## config.mk

```make
export PLATFORM = sky130hd
export DESIGN_NAME = axis_packet_arbiter
export DESIGN_NICKNAME = d
export VERILOG_FILES = /design/src/rtl/axis_packet_arbiter.sv
export SDC_FILE = /design/constraint.sdc
export NUM_CORES = 1
export LEC_CHECK = 0
export BUFFER_PORTS_ARGS = -buffer_cell sky130_fd_sc_hd__buf_4
export CAP_MARGIN = 20
export CORE_AREA = 2 2 39 41
export DETAILED_ROUTE_END_ITERATION = 10
export DIE_AREA = 0 0 41 43
export GPL_TIMING_DRIVEN = 0
export HOLD_SLACK_MARGIN = 0.02
export PLACE_DENSITY = 0.68
export SLEW_MARGIN = 30
export SYNTH_ARGS = -nofsm -noshare
export SYNTH_HDL_FRONTEND = slang
export SYNTH_SLANG_ARGS = --single-unit
export TNS_END_PERCENT = 10
```

## constraint.sdc

```tcl
create_clock -name i_clk -period 1.7 [get_ports i_clk]
set_input_delay 0.34 -clock i_clk [delete_from_list [all_inputs] [get_ports i_clk]]
set_output_delay 0.34 -clock i_clk [all_outputs]
set_load 0.01 [all_outputs]
```

## src/rtl/axis_packet_arbiter.sv

```systemverilog
// -----------------------------------------------------------------------------
// axis_packet_arbiter
//
// Packet-atomic round-robin arbiter that shares one AXI-Stream style sink
// between N packet sources. Ownership is taken in IDLE (one arbitration cycle)
// and held in BUSY until the owner's beat with last=1 transfers, so packets
// never interleave. The output datapath is a combinational pass-through of
// the current owner.
//
// Parameters:
//   DW - data width of every source and of the output stream
//   N  - number of requesting sources (N >= 2)
//
// Ports:
//   i_clk        clock, all logic on the rising edge
//   i_rst        synchronous active-high reset
//   i_msg_data   source data, source k at [k*DW +: DW]
//   i_msg_last   per-source last-beat flag
//   i_msg_valid  per-source valid
//   o_msg_ready  per-source ready (only the owner's bit can be set)
//   o_msg_data   arbitrated data (zero while idle)
//   o_msg_last   arbitrated last
//   o_msg_valid  arbitrated valid
//   i_msg_ready  downstream ready
//   o_grant      one-hot current owner, all zero when idle
//   o_busy       high while a packet is owned
// -----------------------------------------------------------------------------
module axis_packet_arbiter #(
    parameter int DW = 8,
    parameter int N  = 2
) (
    input  logic            i_clk,
    input  logic            i_rst,
    input  logic [N*DW-1:0] i_msg_data,
    input  logic [N-1:0]    i_msg_last,
    input  logic [N-1:0]    i_msg_valid,
    output logic [N-1:0]    o_msg_ready,
    output logic [DW-1:0]   o_msg_data,
    output logic            o_msg_last,
    output logic            o_msg_valid,
    input  logic            i_msg_ready,
    output logic [N-1:0]    o_grant,
    output logic            o_busy
);

    localparam int PW = (N > 1) ? $clog2(N) : 1;
    localparam logic [PW-1:0] LAST_IDX = PW'(N - 1);

    typedef enum logic [0:0] {
        ST_IDLE = 1'b0,
        ST_BUSY = 1'b1
    } state_e;

    state_e          state_q, state_d;
    logic [N-1:0]    grant_q, grant_d;
    logic [PW-1:0]   owner_q, owner_d;
    logic [PW-1:0]   last_owner_q, last_owner_d;

    logic            found_hi_s, found_lo_s;
    logic [PW-1:0]   sel_hi_s, sel_lo_s, sel_s;
    logic            end_of_pkt_s;

    // Round-robin pick: the first requester above the last owner wins; if
    // there is none, wrap and take the first requester at or below it.
    always_comb begin
        found_hi_s = 1'b0;
        found_lo_s = 1'b0;
        sel_hi_s   = '0;
        sel_lo_s   = '0;
        for (int k = 0; k < N; k++) begin
            sel_hi_s   = (i_msg_valid[k] && !found_hi_s && (PW'(k) > last_owner_q)) ? PW'(k) : sel_hi_s;
            found_hi_s = found_hi_s | (i_msg_valid[k] && (PW'(k) > last_owner_q));
            sel_lo_s   = (i_msg_valid[k] && !found_lo_s && (PW'(k) <= last_owner_q)) ? PW'(k) : sel_lo_s;
            found_lo_s = found_lo_s | (i_msg_valid[k] && (PW'(k) <= last_owner_q));
        end
        sel_s = found_hi_s ? sel_hi_s : sel_lo_s;
    end

    // Next-state logic and owner-steered output datapath.
    always_comb begin
        state_d      = state_q;
        grant_d      = grant_q;
        owner_d      = owner_q;
        last_owner_d = last_owner_q;
        o_msg_ready  = '0;
        o_msg_data   = '0;
        o_msg_last   = 1'b0;
        o_msg_valid  = 1'b0;
        end_of_pkt_s = 1'b0;

        case (state_q)
            ST_IDLE: begin
                if (|i_msg_valid) begin
                    state_d = ST_BUSY;
                    owner_d = sel_s;
                    for (int k = 0; k < N; k++) begin
                        grant_d[k] = (sel_s == PW'(k));
                    end
                end else begin
                    state_d = ST_IDLE;
                    grant_d = '0;
                end
            end
            ST_BUSY: begin
                for (int k = 0; k < N; k++) begin
                    o_msg_data     = (owner_q == PW'(k)) ? i_msg_data[k*DW +: DW] : o_msg_data;
                    o_msg_last     = (owner_q == PW'(k)) ? i_msg_last[k]  : o_msg_last;
                    o_msg_valid    = (owner_q == PW'(k)) ? i_msg_valid[k] : o_msg_valid;
                    o_msg_ready[k] = (owner_q == PW'(k)) & i_msg_ready;
                end
                // A dropped owner valid simply stalls; only a last-beat
                // transfer releases the grant.
                end_of_pkt_s = o_msg_valid & i_msg_ready & o_msg_last;
                if (end_of_pkt_s) begin
                    state_d      = ST_IDLE;
                    grant_d      = '0;
                    last_owner_d = owner_q;
                end else begin
                    state_d = ST_BUSY;
                end
            end
            default: begin
                state_d = ST_IDLE;
                grant_d = '0;
            end
        endcase
    end

    // State, grant and priority pointer registers.
    always_ff @(posedge i_clk) begin
        if (i_rst) begin
            state_q      <= ST_IDLE;
            grant_q      <= '0;
            owner_q      <= '0;
            last_owner_q <= LAST_IDX;
        end else begin
            state_q      <= state_d;
            grant_q      <= grant_d;
            owner_q      <= owner_d;
            last_owner_q <= last_owner_d;
        end
    end

    assign o_grant = grant_q;
    assign o_busy  = (state_q == ST_BUSY);

endmodule

```

==> results by group, run 1 <==
Yosys
  • Post-Syn Nets: 73
  • Synth Area in Adders: 0
  • Warnings, synthesis: 0
  • Post-synthesis sequential area ratio: 0.247
  • Syn_area_per_cell: 8.11 um2
  • Mux cell area share after synthesis: 0.272
  • Synth Area in Compound Gates: 0.111
  • #FFs+latches synth: 5
  • Post-synthesis cell type count: 16
  • Dominant cells by area after synthesis: mux2i_1 (27%), dfxtp_1 (25%), nor2_1 (12%)
  • Cell count after synthesis: 50
  • Post-Syn Area: 405 um2
  • Area leader, netlist: mux2i_1
  • XOR/XNOR share of the synthesized area: 0
  • Yosys top cell area share: 0.272
  • Synthesized-area fraction occupied by and/or/nand/nor cells: 0.275
  • Largest family of logic cells by synthesized area: simple AND/OR/NAND/NOR gates

Clock network
  • Worst-Skew Late Latency: 0.24 ns
  • Clk sink count: 5
  • CTS tree: done
  • Reg clk slew, reported paths: 0.05 ns
  • CTS buffer count: 3
  • Htree depth: 1
  • Clock buffer depth: 2
  • Root buf cell: clkbuf_4

Global routing
  • Pin count of the biggest net entering global routing: 11
  • First-pass GRT wire length: 1720 um
  • GRT Total Usage: 0.140
  • Initial antenna violation count: 0
  • Grt total ovfl: 0
  • Vias in the first global route: 448

Worst setup path
  • Buf+Inv Stages, Crit Path: 3
  • Reg-to-reg endpoint: last_owner_q
  • Worst-path cell chain: buf_6 > buf_6 > mux2i_1 > nor2_1 > buf_4
  • Critical path startpoint: owner_q
  • Crit path DAT: 1.23 ns
  • Critical path depth: 5
  • Critical path destination: o_msg_data[4]
  • CP max-delay cell: dfxtp_1
  • Reg2Reg Setup Slack: 0.60 ns
  • CP Data Required Time: 1.36 ns
  • FF-to-FF path depth: 4
  • Crit path largest cell delay: 0.32 ns
  • Crit path max-delay family: buffers and inverters
  • Worst Path Max Fanout: 10
  • CP dominant cell by count: buf_6
  • Startpoint types: flip-flop
  • R2R Path Start: owner_q
  • Setup Crit Path Kind: flip-flop to output port
  • Setup crit end kind: output port

Drt
  • Starting DRT DRC Count: 7
  • Via count: 489
  • Routed len/inst: 9.88 um
  • DRC Markers: 0
  • Final wirelength: 1060 um
  • Via density: 4.57
  • DR pass1 iterations: 4
  • Routed Antenna Nets: 0

STA
  • Setup-failing EPs final: 0
  • Max Slew Vio Count: 0
  • Final Hold Fails: 0
  • Setup TNS: 0 ns
  • Min Tclk post-route: 1.57 ns
  • Tcrit/Tclk final: 0.923
  • F_max: 637 MHz
  • Max transition margin: 0.864
  • Worst slew pin tran: 0.203 ns
  • Final Skew: 0.0109 ns
  • WHS: 0.298 ns
  • RSZ-0062 raised after global routing: no

Floorplanning
  • Die area: 1760 um2
  • Chip Height: 43 um
  • IO Count: 38
  • Starting Density: 0.293
  • Die Span X: 41 um
  • FP Rows: 14
  • Core Area: 1380 um2

Final layout
  • Ant diodes: 0
  • Area delta synth->final: 80.2%
  • Layout Utilization: 0.528
  • Nets: 115
  • Share of cells above drive strength 1: 0.505

Power and ir drop
  • Power density cells: 582 nW/um2
  • Leakage power total: 0.366 nW
  • Maximum vdd drop: 0.288 mV

Place
  • Gpl congestion: 0.735
  • I/O Buffers: 37

Min path
  • HP Class: input port to flip-flop
  • Hold_sp: i_rst

Outcome
  • Outcome: finished clean

Job
  • Max-Cap Viols: 0
==> through the flow <==
stage,setup slack [ns],instance area [um2],instances,power (mW)
after detailed placement,0.340,703,103,0.293
after global placement,0.358,703,103,0.291
after global routing,0.0110,731,107,0.458
final,0.131,731,107,0.425
after floorplan,0.430,405,50,0.204
after CTS,0.0858,729,107,0.432
==> power breakdown <==
part | switching, mW | leakage, nW | internal (mW)
sequential | 0.00611 | 0.0413 | 0.125
combinational | 0.0657 | 0.310 | 0.0919
clock | 0.0476 | 0.0150 | 0.0887
total | 0.119 | 0.366 | 0.306
==> how the worst min path moves through the flow <==
stage               slack [ns]         end  cells after the start
floorplan                 0.41  o_grant[0]                      1
global placement          0.46  o_grant[1]                      2
detailed placement        0.46  o_grant[0]                      2
CTS                       0.29     owner_q                      2
global route              0.30     owner_q                      2
finish                    0.30     owner_q                      2
==> sequential cells by signal, indices dropped and copies added, names as in the netlist <==
register / count
o_busy: 1
owner_q: 1
o_grant: 2
last_owner_q: 1
==> cells in the mapped netlist <==
cell and count:
nor2_1 13, mux2i_1 11, dfxtp_1 5, a21oi_1 3, inv_1 3, nand4_1 3
buf_6 2, nor3_1 2, a211o_1 1, a21oi_2 1, and3_1 1, buf_2 1
nand2_1 1, nand4b_4 1, o211ai_1 1, o21ai_0 1
==> cells by family (layout without fill, tap and decap cells) <==
logic type,count (synthesis),after routing
buffers and inverters,6,47
muxes,11,11
AOI/OAI and AO/OA,7,7
and+or+nand+nor,21,21
DFF,5,5
==> per-layer routing <==
| metal | global-route usage | part of all wire |
|---|---|---|
| met4 | 0.0600 | 0 |
| met1 | 0.152 | 0.39 |
| met5 | 0 | 0 |
| met3 | 0.0314 | 0.079 |
| met2 | 0.241 | 0.53 |
==> cells in the final DEF, fill, tap and decap left out, types with 2 or more instances in the layout <==
| cell | count |
|---|---|
| buf_4 | 37 |
| nor2_1 | 13 |
| nand4_1 | 3 |
| a21oi_1 | 3 |
| inv_1 | 3 |
| buf_6 | 2 |
| mux2i_1 | 11 |
| dfxtp_1 | 4 |
| clkbuf_4 | 3 |
| nor3_1 | 2 |
==> layout make-up <==
class                      count  area (um2)
buffer                         3        27.5
clock buffer                   4        26.3
fill                         128         653
inverter                       3        11.3
multi-input combinational     39         267
sequential                     5         101
tap                           16        20.0
timing repair buffer          37         278
==> what timing repair did <==
item                                   CTS  global route
endpoints found under the hold margin    0             0
setup endpoints to repair                0            10
hold buffers                             0             0
setup buffers                            0             0
resized for setup                        0             1
(Power assumes the default switching activity.)
==> run 2: changes to the inputs <==
RECOVER_POWER = 50   (was unset)
SLEW_MARGIN = unset   (was 30)
==> results by group, run 2 (same netlist as run 1, synthesis figures left out) <==
Clock network
  • Reg clk slew, reported paths: 0.05 ns (about the same)
  • Root buf cell: clkbuf_4 (unchanged)
  • Clk sink count: 5 (unchanged)
  • CTS tree: done (unchanged)
  • Post-CTS Setup Bufs: 0 (unchanged)
  • Worst-Skew Late Latency: 0.24 ns (about the same)
  • CTS buffer count: 3 (unchanged)
  • Htree depth: 1 (unchanged)
  • Post-CTS Hold Buffers: 0 (unchanged)
  • Clock buffer depth: 2 (unchanged)
  • Cts repair resizes: 0 (unchanged)

Worst setup path
  • Setup crit end kind: output port (unchanged)
  • Crit path largest cell delay: 0.32 ns (about the same)
  • Crit path DAT: 1.23 ns (about the same)
  • CP Data Required Time: 1.36 ns (about the same)
  • Setup Crit Path Kind: flip-flop to output port (unchanged)
  • CP max-delay cell: dfxtp_1 (unchanged)
  • Startpoint types: flip-flop (unchanged)
  • Worst Path Max Fanout: 10 (unchanged)
  • Reg2Reg Setup Slack: 0.47 ns (was 0.60 ns)
  • CP dominant cell by count: buf_6 (unchanged)
  • Worst-path cell chain: buf_6 > buf_6 > mux2i_1 > nor2_1 > buf_4 (unchanged)

STA
  • Tcrit/Tclk final: 0.923 (about the same)
  • Setup-failing EPs final: 0 (unchanged)
  • Worst slew pin tran: 0.223 ns (was 0.203 ns)
  • Final Hold Fails: 0 (unchanged)
  • RSZ-0062 raised after global routing: no (unchanged)
  • F_max: 637 MHz (about the same)
  • Min Tclk post-route: 1.57 ns (about the same)
  • Max transition margin: 0.852 (was 0.864)
  • Max Slew Vio Count: 0 (unchanged)
  • Final worst slack: 0.130 ns (was 0.131 ns)
  • Setup TNS: 0 ns (unchanged)
  • Final Skew: 0.0118 ns (was 0.0109 ns)

Final layout
  • Area delta synth->final: 71.9% (was 80.2%)
  • Largest register FFs: 2 (unchanged)
  • Ant diodes: 0 (unchanged)
  • Multi-input logic area: 248 um2 (was 267 um2)
  • Final Instance Area: 697 um2 (was 731 um2)
  • Most common cell after layout, fill and taps aside: buf_4 (unchanged)
  • Final Non-Filler Cells: 107 (unchanged)
  • Nets: 115 (unchanged)
  • # fillers: 137 (was 128)
  • Layout Utilization: 0.504 (was 0.528)
  • Sequential Area: 101 um2 (unchanged)
  • Most frequent cells in the layout: buf_4 (33), nor2_1 (13), mux2i_1 (11) (was buf_4 (37), nor2_1 (13), mux2i_1 (11))
  • Share of cells above drive strength 1: 0.440 (was 0.505)

Drt
  • Top sig layer: met3 (unchanged)
  • Metal2 WL: 567 um (was 565 um)
  • Routed Antenna Nets: 0 (unchanged)
  • Starting DRT DRC Count: 4 (was 7)
  • Final wirelength: 1070 um (was 1060 um)
  • DR pass1 iterations: 4 (unchanged)
  • Routed len/inst: 10.0 um (was 9.88 um)
  • DRC Markers: 0 (unchanged)
  • Via density: 4.61 (was 4.57)
  • Met3 wire len: 84 um (unchanged)
  • Via count: 493 (was 489)
  • Met1 Routed Length: 419 um (was 407 um)

Floorplanning
  • Die area: 1760 um2 (unchanged)
  • Starting Density: 0.293 (unchanged)
  • Core Area: 1380 um2 (unchanged)
  • FP Rows: 14 (unchanged)
  • Die Span X: 41 um (unchanged)
  • IO Count: 38 (unchanged)
  • Chip Height: 43 um (unchanged)

Place
  • I/O Buffers: 37 (unchanged)
  • Pre-CTS WS: 0.340 ns (unchanged)
  • Cell Area, Placed: 703 um2 (unchanged)
  • Dpl cells: 103 (unchanged)
  • Gpl congestion: 0.735 (unchanged)

Power and ir drop
  • Leakage power total: 0.336 nW (was 0.366 nW)
  • Power density cells: 600 nW/um2 (was 582 nW/um2)
  • Maximum vdd drop: 0.285 mV (was 0.288 mV)

Global routing
  • GRT Total Usage: 0.140 (unchanged)
  • First-pass GRT wire length: 1720 um (unchanged)
  • Vias in the first global route: 448 (unchanged)
  • Pin count of the biggest net entering global routing: 11 (unchanged)
  • Grt total ovfl: 0 (unchanged)
  • Initial antenna violation count: 0 (unchanged)

Job
  • Max-Cap Viols: 0 (unchanged)

Min path
  • HP Class: input port to flip-flop (unchanged)

Outcome
  • Outcome: finished clean (unchanged)
run 2: layout make-up:
cell class                 count  area share
timing repair buffer          37       0.377
tap                           16      0.0287
multi-input combinational     39       0.355
clock buffer                   4      0.0377
buffer                         3      0.0395
inverter                       3      0.0162
sequential                     5       0.145
run 2: path summary, 6_finish.rpt:
path                                 endpoint  depth (start not counted)        from
worst max-delay path            o_msg_data[4]                          5     owner_q
worst min-delay path                  owner_q                          2       i_rst
worst max register to register   last_owner_q                          4     owner_q
worst min register to register     o_grant[0]                          2  o_grant[0]
run 2: layer usage:
layer	vias to the layer above	track usage
met5	-	0
met1	217	0.152
met2	19	0.241
li1	257	-
met4	0	0.0600
met3	0	0.0314
run 2: critical path, delay by kind of cell (launching register included):
kind	cells	cell delay, ns
buffers and inverters	3	0.42
and+or+nand+nor	1	0.05
DFF	1	0.32
muxes	1	0.19
run 2: power by group:
part / total [mW] / switching, mW / internal (mW)
Combinational: 0.150 / 0.0635 / 0.0860
Sequential: 0.131 / 0.00609 / 0.125
Clock: 0.137 / 0.0486 / 0.0888
Total: 0.418 / 0.118 / 0.300
run 2: through the flow:
step / hold slack (ns) / power, mW
2_1_floorplan: 0.409 / 0.204
3_3_place_gp: 0.463 / 0.291
3_5_place_dp: 0.463 / 0.293
4_1_cts: 0.295 / 0.432
5_1_grt: 0.295 / 0.449
6_report: 0.298 / 0.418
